File: src/rtl/boot_loader_if.sv
// Byte-stream input and BRAM write/core-control bundle between the UART side and the boot loader.
interface boot_loader_if #(
    parameter int ADDR_WIDTH = 10
);
    logic [7:0]            rx_dat;
    logic                  rx_valid;
    logic                  rx_ready;
    logic [ADDR_WIDTH-1:0] i_w_addr;
    logic [31:0]           i_w_dat;
    logic                  i_w_enb;
    logic [ADDR_WIDTH-1:0] d_w_addr;
    logic [31:0]           d_w_dat;
    logic                  d_w_enb;
    logic                  pc_stall;
    logic                  i_r_enb;
    logic                  d_bram_init_done;
    logic                  busy;
    logic                  error;

    modport master (
        input  rx_dat, rx_valid,
        output rx_ready, i_w_addr, i_w_dat, i_w_enb, d_w_addr, d_w_dat, d_w_enb,
        output pc_stall, i_r_enb, d_bram_init_done, busy, error
    );

    modport slave (
        output rx_dat, rx_valid,
        input  rx_ready, i_w_addr, i_w_dat, i_w_enb, d_w_addr, d_w_dat, d_w_enb,
        input  pc_stall, i_r_enb, d_bram_init_done, busy, error
    );
endinterface

File: src/rtl/boot_loader.sv
// Assembles little-endian words from a command/segment byte stream into instruction or data BRAM,
// then releases the core on the run command.
module boot_loader #(
    parameter int ADDR_WIDTH = 10,
    parameter int MAX_WORDS  = 256
) (
    input  logic          clk,
    input  logic          rst,
    boot_loader_if.master bus
);
    localparam logic [7:0] CMD_INSTR = 8'hA5;
    localparam logic [7:0] CMD_DATA  = 8'h5A;
    localparam logic [7:0] CMD_RUN   = 8'hC3;

    typedef enum logic [2:0] {
        ST_IDLE   = 3'd0,
        ST_CNT_LO = 3'd1,
        ST_CNT_HI = 3'd2,
        ST_DATA   = 3'd3,
        ST_WRITE  = 3'd4,
        ST_RUN    = 3'd5,
        ST_ERROR  = 3'd6
    } state_t;

    state_t                state_r;
    state_t                state_s;
    logic                  accept_s;
    logic                  word_done_s;
    logic [15:0]           count_s;
    logic [ADDR_WIDTH-1:0] addr_s;
    logic [7:0]            cnt_lo_r;
    logic [8:0]            n_words_r;
    logic [8:0]            word_cnt_r;
    logic [1:0]            byte_idx_r;
    logic [23:0]           asm_r;
    logic                  seg_data_r;

    assign bus.rx_ready = (state_r == ST_IDLE) || (state_r == ST_CNT_LO) ||
                          (state_r == ST_CNT_HI) || (state_r == ST_DATA);
    assign accept_s     = bus.rx_valid & bus.rx_ready;
    assign word_done_s  = accept_s && (state_r == ST_DATA) && (byte_idx_r == 2'd3);
    assign count_s      = {bus.rx_dat, cnt_lo_r};
    assign addr_s       = ADDR_WIDTH'({word_cnt_r, 2'b00});

    // FSM state register
    always_ff @(posedge clk or negedge rst) begin
        if (!rst) begin
            state_r <= ST_IDLE;
        end else begin
            state_r <= state_s;
        end
    end

    // FSM next-state decode
    always_comb begin
        state_s = state_r;
        case (state_r)
            ST_IDLE: begin
                if (!accept_s) begin
                    state_s = ST_IDLE;
                end else if ((bus.rx_dat == CMD_INSTR) || (bus.rx_dat == CMD_DATA)) begin
                    state_s = ST_CNT_LO;
                end else if (bus.rx_dat == CMD_RUN) begin
                    state_s = ST_RUN;
                end else begin
                    state_s = ST_ERROR;
                end
            end
            ST_CNT_LO: begin
                if (accept_s) begin
                    state_s = ST_CNT_HI;
                end else begin
                    state_s = ST_CNT_LO;
                end
            end
            ST_CNT_HI: begin
                if (!accept_s) begin
                    state_s = ST_CNT_HI;
                end else if (count_s == 16'd0) begin
                    state_s = ST_IDLE;
                end else if (count_s > 16'(MAX_WORDS)) begin
                    state_s = ST_ERROR;
                end else begin
                    state_s = ST_DATA;
                end
            end
            ST_DATA: begin
                if (word_done_s) begin
                    state_s = ST_WRITE;
                end else begin
                    state_s = ST_DATA;
                end
            end
            ST_WRITE: begin
                // word_cnt_r was already advanced on the accept edge of the 4th byte
                if (word_cnt_r == n_words_r) begin
                    state_s = ST_IDLE;
                end else begin
                    state_s = ST_DATA;
                end
            end
            ST_RUN:   state_s = ST_RUN;
            ST_ERROR: state_s = ST_ERROR;
            default:  state_s = ST_ERROR;
        endcase
    end

    // Segment bookkeeping, word assembly, BRAM write ports and registered status outputs
    always_ff @(posedge clk or negedge rst) begin
        if (!rst) begin
            cnt_lo_r             <= 8'd0;
            n_words_r            <= 9'd0;
            word_cnt_r           <= 9'd0;
            byte_idx_r           <= 2'd0;
            asm_r                <= 24'd0;
            seg_data_r           <= 1'b0;
            bus.i_w_addr         <= '0;
            bus.i_w_dat          <= 32'd0;
            bus.i_w_enb          <= 1'b0;
            bus.d_w_addr         <= '0;
            bus.d_w_dat          <= 32'd0;
            bus.d_w_enb          <= 1'b0;
            bus.pc_stall         <= 1'b1;
            bus.i_r_enb          <= 1'b0;
            bus.d_bram_init_done <= 1'b0;
            bus.busy             <= 1'b0;
            bus.error            <= 1'b0;
        end else begin
            bus.i_w_enb <= 1'b0;
            bus.d_w_enb <= 1'b0;
            if (accept_s) begin
                case (state_r)
                    ST_IDLE:   seg_data_r <= (bus.rx_dat == CMD_DATA);
                    ST_CNT_LO: cnt_lo_r   <= bus.rx_dat;
                    ST_CNT_HI: begin
                        n_words_r  <= count_s[8:0];
                        word_cnt_r <= 9'd0;
                        byte_idx_r <= 2'd0;
                    end
                    ST_DATA: begin
                        byte_idx_r <= byte_idx_r + 2'd1;
                        asm_r      <= {bus.rx_dat, asm_r[23:8]};
                        if (byte_idx_r == 2'd3) begin
                            word_cnt_r <= word_cnt_r + 9'd1;
                            if (seg_data_r) begin
                                bus.d_w_addr <= addr_s;
                                bus.d_w_dat  <= {bus.rx_dat, asm_r};
                                bus.d_w_enb  <= 1'b1;
                            end else begin
                                bus.i_w_addr <= addr_s;
                                bus.i_w_dat  <= {bus.rx_dat, asm_r};
                                bus.i_w_enb  <= 1'b1;
                            end
                        end
                    end
                    default: cnt_lo_r <= cnt_lo_r;
                endcase
            end
            bus.busy             <= (state_s == ST_CNT_LO) || (state_s == ST_CNT_HI) ||
                                    (state_s == ST_DATA) || (state_s == ST_WRITE);
            bus.pc_stall         <= (state_s != ST_RUN);
            bus.i_r_enb          <= (state_s == ST_RUN);
            bus.d_bram_init_done <= (state_s == ST_RUN);
            bus.error            <= (state_s == ST_ERROR);
        end
    end
endmodule

File: src/flat_wrapper.sv
// flat-port wrapper written by rule: the top's interface ports become plain ports
module boot_loader_flat 
#(
    parameter int ADDR_WIDTH = 10,
    parameter int MAX_WORDS  = 256
)
  (clk, rst, bus_rx_dat, bus_rx_valid, bus_rx_ready, bus_i_w_addr, bus_i_w_dat, bus_i_w_enb, bus_d_w_addr, bus_d_w_dat, bus_d_w_enb, bus_pc_stall, bus_i_r_enb, bus_d_bram_init_done, bus_busy, bus_error);
  boot_loader_if #(.ADDR_WIDTH(ADDR_WIDTH)) bus_i ();
  input  logic clk;
  input  logic rst;
  input wire logic [$bits(bus_i.rx_dat)-1:0] bus_rx_dat;
  input wire logic [$bits(bus_i.rx_valid)-1:0] bus_rx_valid;
  output wire logic [$bits(bus_i.rx_ready)-1:0] bus_rx_ready;
  output wire logic [$bits(bus_i.i_w_addr)-1:0] bus_i_w_addr;
  output wire logic [$bits(bus_i.i_w_dat)-1:0] bus_i_w_dat;
  output wire logic [$bits(bus_i.i_w_enb)-1:0] bus_i_w_enb;
  output wire logic [$bits(bus_i.d_w_addr)-1:0] bus_d_w_addr;
  output wire logic [$bits(bus_i.d_w_dat)-1:0] bus_d_w_dat;
  output wire logic [$bits(bus_i.d_w_enb)-1:0] bus_d_w_enb;
  output wire logic [$bits(bus_i.pc_stall)-1:0] bus_pc_stall;
  output wire logic [$bits(bus_i.i_r_enb)-1:0] bus_i_r_enb;
  output wire logic [$bits(bus_i.d_bram_init_done)-1:0] bus_d_bram_init_done;
  output wire logic [$bits(bus_i.busy)-1:0] bus_busy;
  output wire logic [$bits(bus_i.error)-1:0] bus_error;
  assign bus_i.rx_dat = bus_rx_dat;
  assign bus_i.rx_valid = bus_rx_valid;
  assign bus_rx_ready = bus_i.rx_ready;
  assign bus_i_w_addr = bus_i.i_w_addr;
  assign bus_i_w_dat = bus_i.i_w_dat;
  assign bus_i_w_enb = bus_i.i_w_enb;
  assign bus_d_w_addr = bus_i.d_w_addr;
  assign bus_d_w_dat = bus_i.d_w_dat;
  assign bus_d_w_enb = bus_i.d_w_enb;
  assign bus_pc_stall = bus_i.pc_stall;
  assign bus_i_r_enb = bus_i.i_r_enb;
  assign bus_d_bram_init_done = bus_i.d_bram_init_done;
  assign bus_busy = bus_i.busy;
  assign bus_error = bus_i.error;
  boot_loader #(.ADDR_WIDTH(ADDR_WIDTH), .MAX_WORDS(MAX_WORDS)) u_core (.clk(clk), .rst(rst), .bus(bus_i));
endmodule
File: config.mk
export PLATFORM = sky130hd
export DESIGN_NAME = boot_loader_flat
export DESIGN_NICKNAME = d
export VERILOG_FILES = /design/src/rtl/boot_loader_if.sv /design/src/rtl/boot_loader.sv /design/src/flat_wrapper.sv
export SDC_FILE = /design/constraint.sdc
export NUM_CORES = 1
export LEC_CHECK = 0
export ABC_AREA = 0
export CAP_MARGIN = 20
export CORE_MARGIN = 4
export CORE_UTILIZATION = 35
export CTS_CLUSTER_SIZE = 25
export DETAILED_ROUTE_END_ITERATION = 12
export PLACE_DENSITY_LB_ADDON = 0.25
export SYNTH_ARGS = -nofsm -noshare
export SYNTH_HDL_FRONTEND = slang
export SYNTH_SLANG_ARGS = --single-unit
File: constraint.sdc
create_clock -name clk -period 2.35 [get_ports clk]
set_clock_uncertainty 0.05 [all_clocks]
set_input_delay 0.705 -clock clk [delete_from_list [all_inputs] [get_ports clk]]
set_output_delay 0.705 -clock clk [all_outputs]
set_load 0.03 [all_outputs]
# After elaboration in Yosys (flattened, before gate mapping)
# Index checks and enable logic that the tools add are counted.
[classes]
mux = 21
add_sub_neg = 2
n_lt_le_gt_ge = 1
n_eq_ne = 18
reduce_logical = 20
bitwise = 2
[ops]
columns = ["op", "n"]
rows = [
  ["$mux W3", 6],
  ["$pmux W3 S6", 1],
  ["$pmux W9 S2", 1],
  ["$eq A8 B8 Y1 const B", 2],
  ["$gt A16 B9 Y1 const B", 1],
  ["$logic_not A16 Y1", 1],
  ["$eq A3 B3 Y1 const B", 5],
  ["$eq A3 B2 Y1 const B", 4],
  ["$reduce_and A2 Y1", 5],
  ["$add A9 B1 Y9 const B", 1],
  ["$eq A9 B9 Y1", 1],
  ["$mux W9", 1],
  ["$eq A8 B7 Y1 const B", 1],
  ["$mux W1", 8],
  ["$reduce_and A4 Y1", 2],
  ["$logic_or A1 B1 Y1", 7],
  ["$eq A3 B1 Y1 const B", 2],
  ["$mux W2", 3],
  ["$pmux W2 S2", 1],
  ["$logic_not A3 Y1", 1],
  ["$ne A3 B3 Y1 const B", 1],
  ["$reduce_and A3 Y1", 1],
  ["$add A2 B1 Y2 const B", 1],
  ["$eq A2 B2 Y1 const B", 1],
  ["5 further kinds", 6],
]
[word_totals]
inputBits = 11
ff_bits = 142
word_cells = 81

# Longest topological paths before layout
# Gate-level depths: netlist of run 1.
[logic_depth]
word_depth = 13
ltp_mapped = 7
depth_no_buf = 6

# Worst setup path before layout of run 1
# OpenSTA, ideal clock, no wires.
[synth_timing]
kind = "input to register"
from = "input port bus_rx_dat[6]"
to = "register u_core.bus.error"
cell_stages = 5
t_required_ps = 2164
t_arrival_ps = 2320
slack_ps = -156
path_cell_list = "or4_4 > or4_4 > a211o_1 > a41o_4 > nor2b_1"
[synth_between]
elab_chain_len = 6
word_cells_on_any_way = 14
classes_between = "order compare: 1; eq/ne: 4; mux: 7; reduce/logical: 2"
[synth_rtl]
columns = ["element", "line", "source"]
rows = [
  ["start, declared", "flat_wrapper.sv:11", "input wire logic [$bits(bus_i.rx_dat)-1:0] bus_rx_dat;"],
  ["$gt A16 B9 Y1, or another cell as far along", "boot_loader.sv:81", "end else if (count_s > 16'(MAX_WORDS)) begin"],
  ["$mux W3 / $logic_or A1 B1 Y1 (equally long branches)", "boot_loader.sv:81, boot_loader.sv:61", ""],
  ["$mux W3 (on tied branches)", "boot_loader.sv:79, boot_loader.sv:61", ""],
  ["$mux W3 (on tied branches)", "boot_loader.sv:77, boot_loader.sv:59", ""],
  ["$pmux W3 S6 (*)", "boot_loader.sv:57", "case (state_r)"],
  ["net u_core.state_s[2]", "boot_loader.sv:26", "state_t state_s;"],
  ["$eq A3 B3 Y1 (*)", "boot_loader.sv:164", "bus.error <= (state_s == ST_ERROR);"],
  ["end signal, assigned", "boot_loader.sv:164", ""],
  ["end, declared", "boot_loader_if.sv:23", "output pc_stall, i_r_enb, d_bram_init_done, busy, error"],
]
# The timed path passes the listed nets; every way through them passes the cells marked *.
# A chain may end at the register's enable or synchronous reset.

# Final worst setup path of run 1
[layout_timing]
from = "input port bus_rx_dat[1]"
to = "register u_core.bus.i_r_enb"
[layout_between]
elab_chain_len = 6
word_cells_on_any_way = 14
classes_between = "order compare: 1; eq/ne: 4; mux: 7; reduce/logical: 2"
[layout_rtl]
columns = ["element", "line", "source"]
rows = [
  ["$gt A16 B9 Y1, or another cell as far along", "boot_loader.sv:81", ""],
  ["$mux W3 / $logic_or A1 B1 Y1 (equally long branches)", "boot_loader.sv:81, boot_loader.sv:61", ""],
  ["$mux W3 (on tied branches)", "boot_loader.sv:79, boot_loader.sv:61", ""],
  ["$mux W3 (on tied branches)", "boot_loader.sv:77, boot_loader.sv:59", ""],
  ["$pmux W3 S6 (*)", "boot_loader.sv:57", ""],
  ["net u_core.state_s[2]", "boot_loader.sv:26", ""],
  ["$eq A3 B3 Y1 (*)", "boot_loader.sv:162", "bus.i_r_enb <= (state_s == ST_RUN);"],
  ["end signal, assigned", "boot_loader.sv:162", ""],
  ["end, declared", "boot_loader_if.sv:23", ""],
]
# Marked as above.

==> impl_summary.log, run 1 <==
[metrics] run status: completed
[metrics] crit path max-delay cell type: sky130_fd_sc_hd__or4_4
[metrics] number of ports placed on the die boundary: 103
[metrics] Die Y-Extent: 136 um
[metrics] Vias: 3898
[metrics] power density of the placed cells: 650 nW/um2
[metrics] number of synthesized flops with an enable pin: 0
[metrics] total detailed-routing wirelength: 13500 um
[metrics] Final setup violation count: 0
[metrics] proportion of layout cells with a drive suffix above 1: 30.8%
[metrics] FF-to-FF setup slack: 0.18 ns
[metrics] highest clock frequency the design can meet: 435 MHz
[metrics] placed instance area: 7250 um2
[metrics] clock tree from TritonCTS: yes
[metrics] pin count of the biggest net entering global routing: 55
[metrics] share of synthesized flip-flops with an asynchronous set or reset: 100%
[metrics] number of antenna violations at the first check in global routing: 0
[metrics] worst path buffer plus inverter count: 1
[metrics] cell family with the largest share of critical-path delay: simple AND/OR/NAND/NOR gates
[metrics] highest fanout seen on the critical path: 5
[metrics] nature of the critical path startpoint: input port
[metrics] latest clock arrival within the worst-skew pair: 0.42 ns
[metrics] Clk Tree Root Cell: sky130_fd_sc_hd__clkbuf_16
[metrics] fill cell instance count of the final layout: 1480
[metrics] grt total ovfl: 0
[metrics] number of sinks on the clock net: 142
[metrics] Seq. cell area: 3550 um2
[metrics] final design instance area without fill: 7850 um2
[metrics] number of instances in the synthesized netlist: 449
[metrics] detailed-route wire length per cell: 16.7 um
[metrics] CTS buffer count: 17
[metrics] Peak VDD IR: 0.511 mV
[metrics] clock-pin slew on the worst setup and hold paths: 0.06 ns
[metrics] time the final worst path needs with I/O delays and setup: 2.30 ns
[metrics] post-synthesis sequential element count: 142
[metrics] initial core utilization: 35.9%
[metrics] Antenna Cells: 0
[metrics] worst path cell trace: clkdlybuf4s15_1 > or4_4 > or4_4 > a211o_1 > a41o_4 > nor2b_1
[metrics] worst slack at placement: -0.588 ns
[metrics] Layout Nets: 595
[metrics] data required time of the critical path: 2.62 ns
[metrics] HP Class: input port to async pin
[metrics] largest incremental delay on the critical path: 0.54 ns
[metrics] sequential fraction of the synthesis area: 61.8%
[metrics] CORE AREA: 16000 um2
[metrics] warning count from the yosys run: 0
[metrics] top library cells by usage in the layout, fill and taps aside: sky130_fd_sc_hd__dfrtp_1 (141), sky130_fd_sc_hd__mux2_2 (97), sky130_fd_sc_hd__nand2_1 (90)
[metrics] Overall Global Routing Usage: 15.6%
[metrics] area delta synth->final: 36.6%
[metrics] most used flip-flop cell after synthesis: sky130_fd_sc_hd__dfrtp_1
[metrics] number of distinct library cell variants in the gate-level netlist after synthesis: 43
[metrics] number of global-route vias before repair: 4054
[metrics] count of unresolved DRC violations after routing: 0
[metrics] Crit Path Class: input port to flip-flop
[metrics] endpoint type of the worst setup path: flip-flop
[metrics] maximum number of buffers from clock root to sink: 2
[metrics] total die area: 18500 um2
[metrics] hold slack final: 0.199 ns
[metrics] Critical Path Most Common Cell: sky130_fd_sc_hd__or4_4
[metrics] core occupancy in the finished layout: 49.1%
[metrics] first-iteration detailed-routing DRC count: 96
[metrics] number of nets with antenna violations after routing: 0
[metrics] leakage power summed over all cells: 3.92 nW
[metrics] H-tree depth reported by CTS: 4
[metrics] multi-input logic area: 2120 um2
[metrics] share of the clock period used by the worst path: 97.8%
[metrics] die width: 136 um
[metrics] hold-fix buffers at CTS: 0
[metrics] arrival time of the worst setup path: 2.56 ns
[metrics] post-detailed-route via-to-cell ratio: 4.81
[metrics] Synth Cell Area: 5750 um2
[metrics] placer's final routability congestion estimate: 0.896
[metrics] port buffer count: 98
[metrics] worst rel slew slack: 64.0%
[metrics] final count of hold timing violations: 0
[metrics] Max-Cap Viols: 0
[metrics] commonest non-fill, non-tap cell in the layout: sky130_fd_sc_hd__dfrtp_1
[metrics] length of the first detailed-routing pass in iterations: 5
[metrics] final total power: 5.11 mW
[metrics] global-route wire length before repair: 22200 um
[metrics] min setup slack post-route: 0.0527 ns
[metrics] transition at the pin with the smallest max-transition slack: 0.540 ns
[metrics] Final Max Tran Viols: 0
[metrics] Detail Placement HPWL: 9480 um
[metrics] row count: 46
[metrics] post-synthesis average cell area: 12.8 um2
[cell families (layout without fill, tap and decap cells)]
| kind of cell | count (synthesis) | after routing | synth area share, % |
|---|---|---|---|
| AO/OA/AOI/OAI | 27 | 27 | 3.24 |
| XOR/XNOR | 13 | 13 | 1.98 |
| adder cells (fa/ha/maj) | 2 | 2 | 0.435 |
| buffers and inverters | 30 | 173 | 2.46 |
| flip-flops | 142 | 142 | 61.8 |
| multiplexers | 98 | 98 | 19.2 |
| other | 1 | 4 | 0.0652 |
| AND/OR/NAND/NOR | 136 | 136 | 10.8 |
[area by class of cell]
cell class / count / share of cell area (%)
clock buffers: 19 / 5.77
clock inverters: 13 / 1.45
inverters: 6 / 0.287
multi-input cells: 280 / 27.0
flip-flops and latches: 142 / 45.3
well taps: 216 / 3.44
repair buffers: 135 / 16.8
[synth_stat cells (all sizes together), types with 4 or more instances]
cell	n	area, um2
a21oi	8	40.0
nand2	91	342
nor2b	4	25.0
buf	13	77.6
o21ai	8	40.0
inv	5	18.8
clkbuf	11	41.3
dfrtp	141	3530
nand4	4	25.0
or4	5	45.0
xor2	13	114
nor2	11	41.3
mux2	97	1090
[power by group]
group	internal [mW]	switching [mW]	leakage, nW
Combinational	0.0406	0.0855	1.67
Clock	1.51	1.02	0.285
Sequential	2.45	0	1.97
Total	4.00	1.11	3.92
[registers in the layout, summed over array words and instances (netlist names)]
name                 cells
u_core.bus.d_w_dat      32
u_core.bus.i_w_dat      32
u_core.asm_r            24
u_core.n_words_r         9
u_core.word_cnt_r        9
u_core.bus.d_w_addr      8
u_core.bus.i_w_addr      8
u_core.cnt_lo_r          8
u_core.state_r           3
u_core.byte_idx_r        2
u_core.bus.busy          1
u_core.bus.d_w_enb       1
u_core.bus.error         1
u_core.bus.i_r_enb       1
u_core.bus.i_w_enb       1
u_core.bus.pc_stall      1
u_core.seg_data_r        1
[per-layer routing]
metal / routed length [um] / global-route usage, %
met5: 0 / 0
met4: 203 / 5.43
met3: 650 / 4.48
met2: 6560 / 24.9
met1: 6120 / 20.3
[worst register-to-register path, stage by stage, from the launching register on]
cell and delay (ns):
sky130_fd_sc_hd__dfrtp_1 0.40, sky130_fd_sc_hd__or4_1 0.61, sky130_fd_sc_hd__or2_4 0.29, sky130_fd_sc_hd__a211o_1 0.31, sky130_fd_sc_hd__a41o_4 0.27, sky130_fd_sc_hd__nor2b_1 0.13
[through the flow]
step	cells	TNS, ns
floorplan	452	-0.139
global placement	778	-11.82
detailed placement	778	-13.07
CTS	811	0
global route	811	-0.0503
finish	811	0
[final timing paths]
| path | startpoint | to | cells after the start |
|---|---|---|---|
| max in group asynchronous | rst | u_core.bus.i_w_dat[20]$_DFFE_PN0P_ | 2 |
| max | bus_rx_dat[1] | u_core.bus.i_r_enb$_DFF_PN0_ | 6 |
| min reg2reg | u_core.byte_idx_r[1]$_DFFE_PN0P_ | u_core.byte_idx_r[1]$_DFFE_PN0P_ | 2 |
| max reg2reg | u_core.cnt_lo_r[5]$_DFFE_PN0P_ | u_core.bus.i_r_enb$_DFF_PN0_ | 5 |
| min in group clk | u_core.byte_idx_r[1]$_DFFE_PN0P_ | u_core.byte_idx_r[1]$_DFFE_PN0P_ | 2 |
| min | rst | u_core.bus.d_w_enb$_DFF_PN0_ | 1 |
[repair_timing]
| item | 4_1_cts | 5_1_grt |
|---|---|---|
| endpoints found under the setup margin | 8 | 5 |
| pin swaps | 4 | 3 |
| setup buffers | 1 | 0 |
| gates resized for setup | 18 | 6 |
No activity file was read; power rests on OpenSTA's default activity.
==> run 2: changes to the inputs <==
--- a/config.mk
+++ b/config.mk
@@ -8,10 +8,11 @@
 export ABC_AREA = 0
 export CAP_MARGIN = 20
 export CORE_MARGIN = 4
-export CORE_UTILIZATION = 35
+export CORE_UTILIZATION = 50
 export CTS_CLUSTER_SIZE = 25
 export DETAILED_ROUTE_END_ITERATION = 12
 export PLACE_DENSITY_LB_ADDON = 0.25
+export RECOVER_POWER = 50
 export SYNTH_ARGS = -nofsm -noshare
 export SYNTH_HDL_FRONTEND = slang
 export SYNTH_SLANG_ARGS = --single-unit
==> impl_summary.log, run 2 (synthesis results as in run 1) <==
[metrics] run status: complete, but fails checks
[metrics] failing checks: max-capacitance violations, max-slew violations
[metrics] final design instance area without fill: 7820 um2
[metrics] Crit Path Class: input port to flip-flop
[metrics] die width: 115 um
[metrics] transition at the pin with the smallest max-transition slack: 1.52 ns
[metrics] fill cell instance count of the final layout: 787
[metrics] count of unresolved DRC violations after routing: 0
[metrics] sequential share of power: 45.0%
[metrics] port buffer count: 98
[metrics] CTS buffer count: 17
[metrics] R2R depth: 5
[metrics] worst rel slew slack: -1.23%
[metrics] Antenna Cells: 0
[metrics] HP Class: flip-flop to flip-flop
[metrics] first-iteration detailed-routing DRC count: 191
[metrics] Max-Cap Viols: 1
[metrics] highest clock frequency the design can meet: 430 MHz
[metrics] FF-to-FF setup slack: 0.18 ns
[metrics] number of sinks on the clock net: 142
[metrics] grt total ovfl: 0
[metrics] top library cells by usage in the layout, fill and taps aside: sky130_fd_sc_hd__dfrtp_1 (141), sky130_fd_sc_hd__mux2_2 (97), sky130_fd_sc_hd__nand2_1 (90)
[metrics] clock tree from TritonCTS: yes
[metrics] maximum number of buffers from clock root to sink: 2
[metrics] initial core utilization: 52.1%
[metrics] post-detailed-route via-to-cell ratio: 5.40
[metrics] Overall Global Routing Usage: 21.6%
[metrics] Final Max Tran Viols: 34
[metrics] length of the first detailed-routing pass in iterations: 4
[metrics] CORE AREA: 11000 um2
[metrics] power density of the placed cells: 695 nW/um2
[metrics] data required time of the critical path: 2.60 ns
[metrics] core occupancy in the finished layout: 70.8%
[metrics] commonest non-fill, non-tap cell in the layout: sky130_fd_sc_hd__dfrtp_1
[metrics] pin count of the biggest net entering global routing: 48
[metrics] Detail Placement HPWL: 9080 um
[metrics] hold path depth: 1
[metrics] latest clock arrival within the worst-skew pair: 0.41 ns
[metrics] final total power: 5.43 mW
[metrics] internal power summed over all cells: 4.33 mW
[metrics] placer's final routability congestion estimate: 0.904
[metrics] multi-input logic area: 2130 um2
[metrics] number of ports placed on the die boundary: 103
[metrics] endpoint type of the worst setup path: flip-flop
[metrics] Vias: 3994
[metrics] Final setup violation count: 0
[metrics] H-tree depth reported by CTS: 4
[metrics] Seq. cell area: 3550 um2
[metrics] Combinational Power Share: 2.2%
[metrics] arrival time of the worst setup path: 2.57 ns
[metrics] proportion of layout cells with a drive suffix above 1: 30.6%
[metrics] sw frac: 20.3%
[metrics] final count of hold timing violations: 0
[metrics] placed instance area: 7150 um2
[metrics] Layout Nets: 599
[metrics] global-route wire length before repair: 22300 um
[metrics] total detailed-routing wirelength: 13300 um
[metrics] clock network power share: 52.8%
[metrics] Peak VDD IR: 0.522 mV
[metrics] area delta synth->final: 35.9%
[metrics] number of antenna violations at the first check in global routing: 0
[metrics] number of nets with antenna violations after routing: 0
[metrics] share of the clock period used by the worst path: 98.9%
[metrics] leakage power summed over all cells: 3.93 nW
[metrics] time the final worst path needs with I/O delays and setup: 2.33 ns
[metrics] nature of the critical path startpoint: input port
[metrics] row count: 38
[metrics] total die area: 13300 um2
[metrics] number of global-route vias before repair: 4299
[metrics] highest fanout seen on the critical path: 5
[metrics] clock-pin slew on the worst setup and hold paths: 0.06 ns
[metrics] switching power summed over all nets: 1.10 mW
[metrics] Clk Tree Root Cell: sky130_fd_sc_hd__clkbuf_16
[metrics] Regs by FF count: u_core.bus.d_w_dat x32, u_core.bus.i_w_dat x32, u_core.asm_r x24
[metrics] Die Y-Extent: 115 um
[metrics] detailed-route wire length per cell: 18.0 um
run 2: path summary, 6_finish.rpt:
kind,from,endpoint
setup / recovery,bus_rx_dat[1],u_core.bus.error$_DFF_PN0_
hold / removal,u_core.bus.d_w_dat[6]$_DFFE_PN0P_,u_core.bus.d_w_dat[6]$_DFFE_PN0P_
setup reg to reg,u_core.cnt_lo_r[5]$_DFFE_PN0P_,u_core.bus.error$_DFF_PN0_
hold reg to reg,u_core.bus.d_w_dat[6]$_DFFE_PN0P_,u_core.bus.d_w_dat[6]$_DFFE_PN0P_
max in group asynchronous,rst,u_core.bus.pc_stall$_DFF_PN1_
min in group asynchronous,rst,u_core.bus.i_w_dat[4]$_DFFE_PN0P_
run 2: critical path: stages:
cell                       delay [ns]
sky130_fd_sc_hd__clkbuf_2        0.11
sky130_fd_sc_hd__or4_4           0.55
sky130_fd_sc_hd__or4_4           0.54
sky130_fd_sc_hd__a211o_1         0.26
sky130_fd_sc_hd__a41o_4          0.27
sky130_fd_sc_hd__nor2b_1         0.13
run 2: power by group through the flow:
stage	registers [mW]	logic (mW)	clock network (mW)
final	2.45	0.119	2.87
after global routing	2.44	0.134	3.03
after CTS	2.45	0.124	2.90
after detailed placement	2.49	0.123	0
after global placement	2.49	0.120	0
after floorplan	2.49	0.0202	0
run 2: area by class of cell:
class | instances | share of cell area (%)
multi-input combinational | 280 | 27.2
clock buffer | 21 | 5.89
sequential | 142 | 45.5
inverter | 6 | 0.288
tap | 140 | 2.24
clock inverter | 11 | 2.31
timing repair buffer | 139 | 16.6
run 2: layer usage:
| metal | vias up | track usage, % | share of wire [%] |
|---|---|---|---|
| li1 | 1825 | - | - |
| met1 | 2028 | 27.9 | 43 |
| met2 | 119 | 35.8 | 50 |
| met3 | 22 | 5.74 | 5.8 |
| met4 | 0 | 6.89 | 1.6 |
| met5 | - | 0 | 0 |
run 2: repair_timing:
action,4_1_cts,5_1_grt
endpoints found under the setup margin,8,5
pin swaps,5,4
hold buffers,0,0
setup buffers,2,0
resized for setup,22,6
run 2: per-stage QoR:
step	cells	hold WS, ns	setup TNS, ns	worst slack (ns)
6_report	739	0.453	0	0.0249
3_3_place_gp	705	0.402	-9.87	-0.536
2_1_floorplan	452	0.359	-0.139	-0.0659
4_1_cts	739	0.132	0	0.00948
3_5_place_dp	705	0.438	-10.20	-0.593
5_1_grt	739	0.476	-0.0275	-0.0146
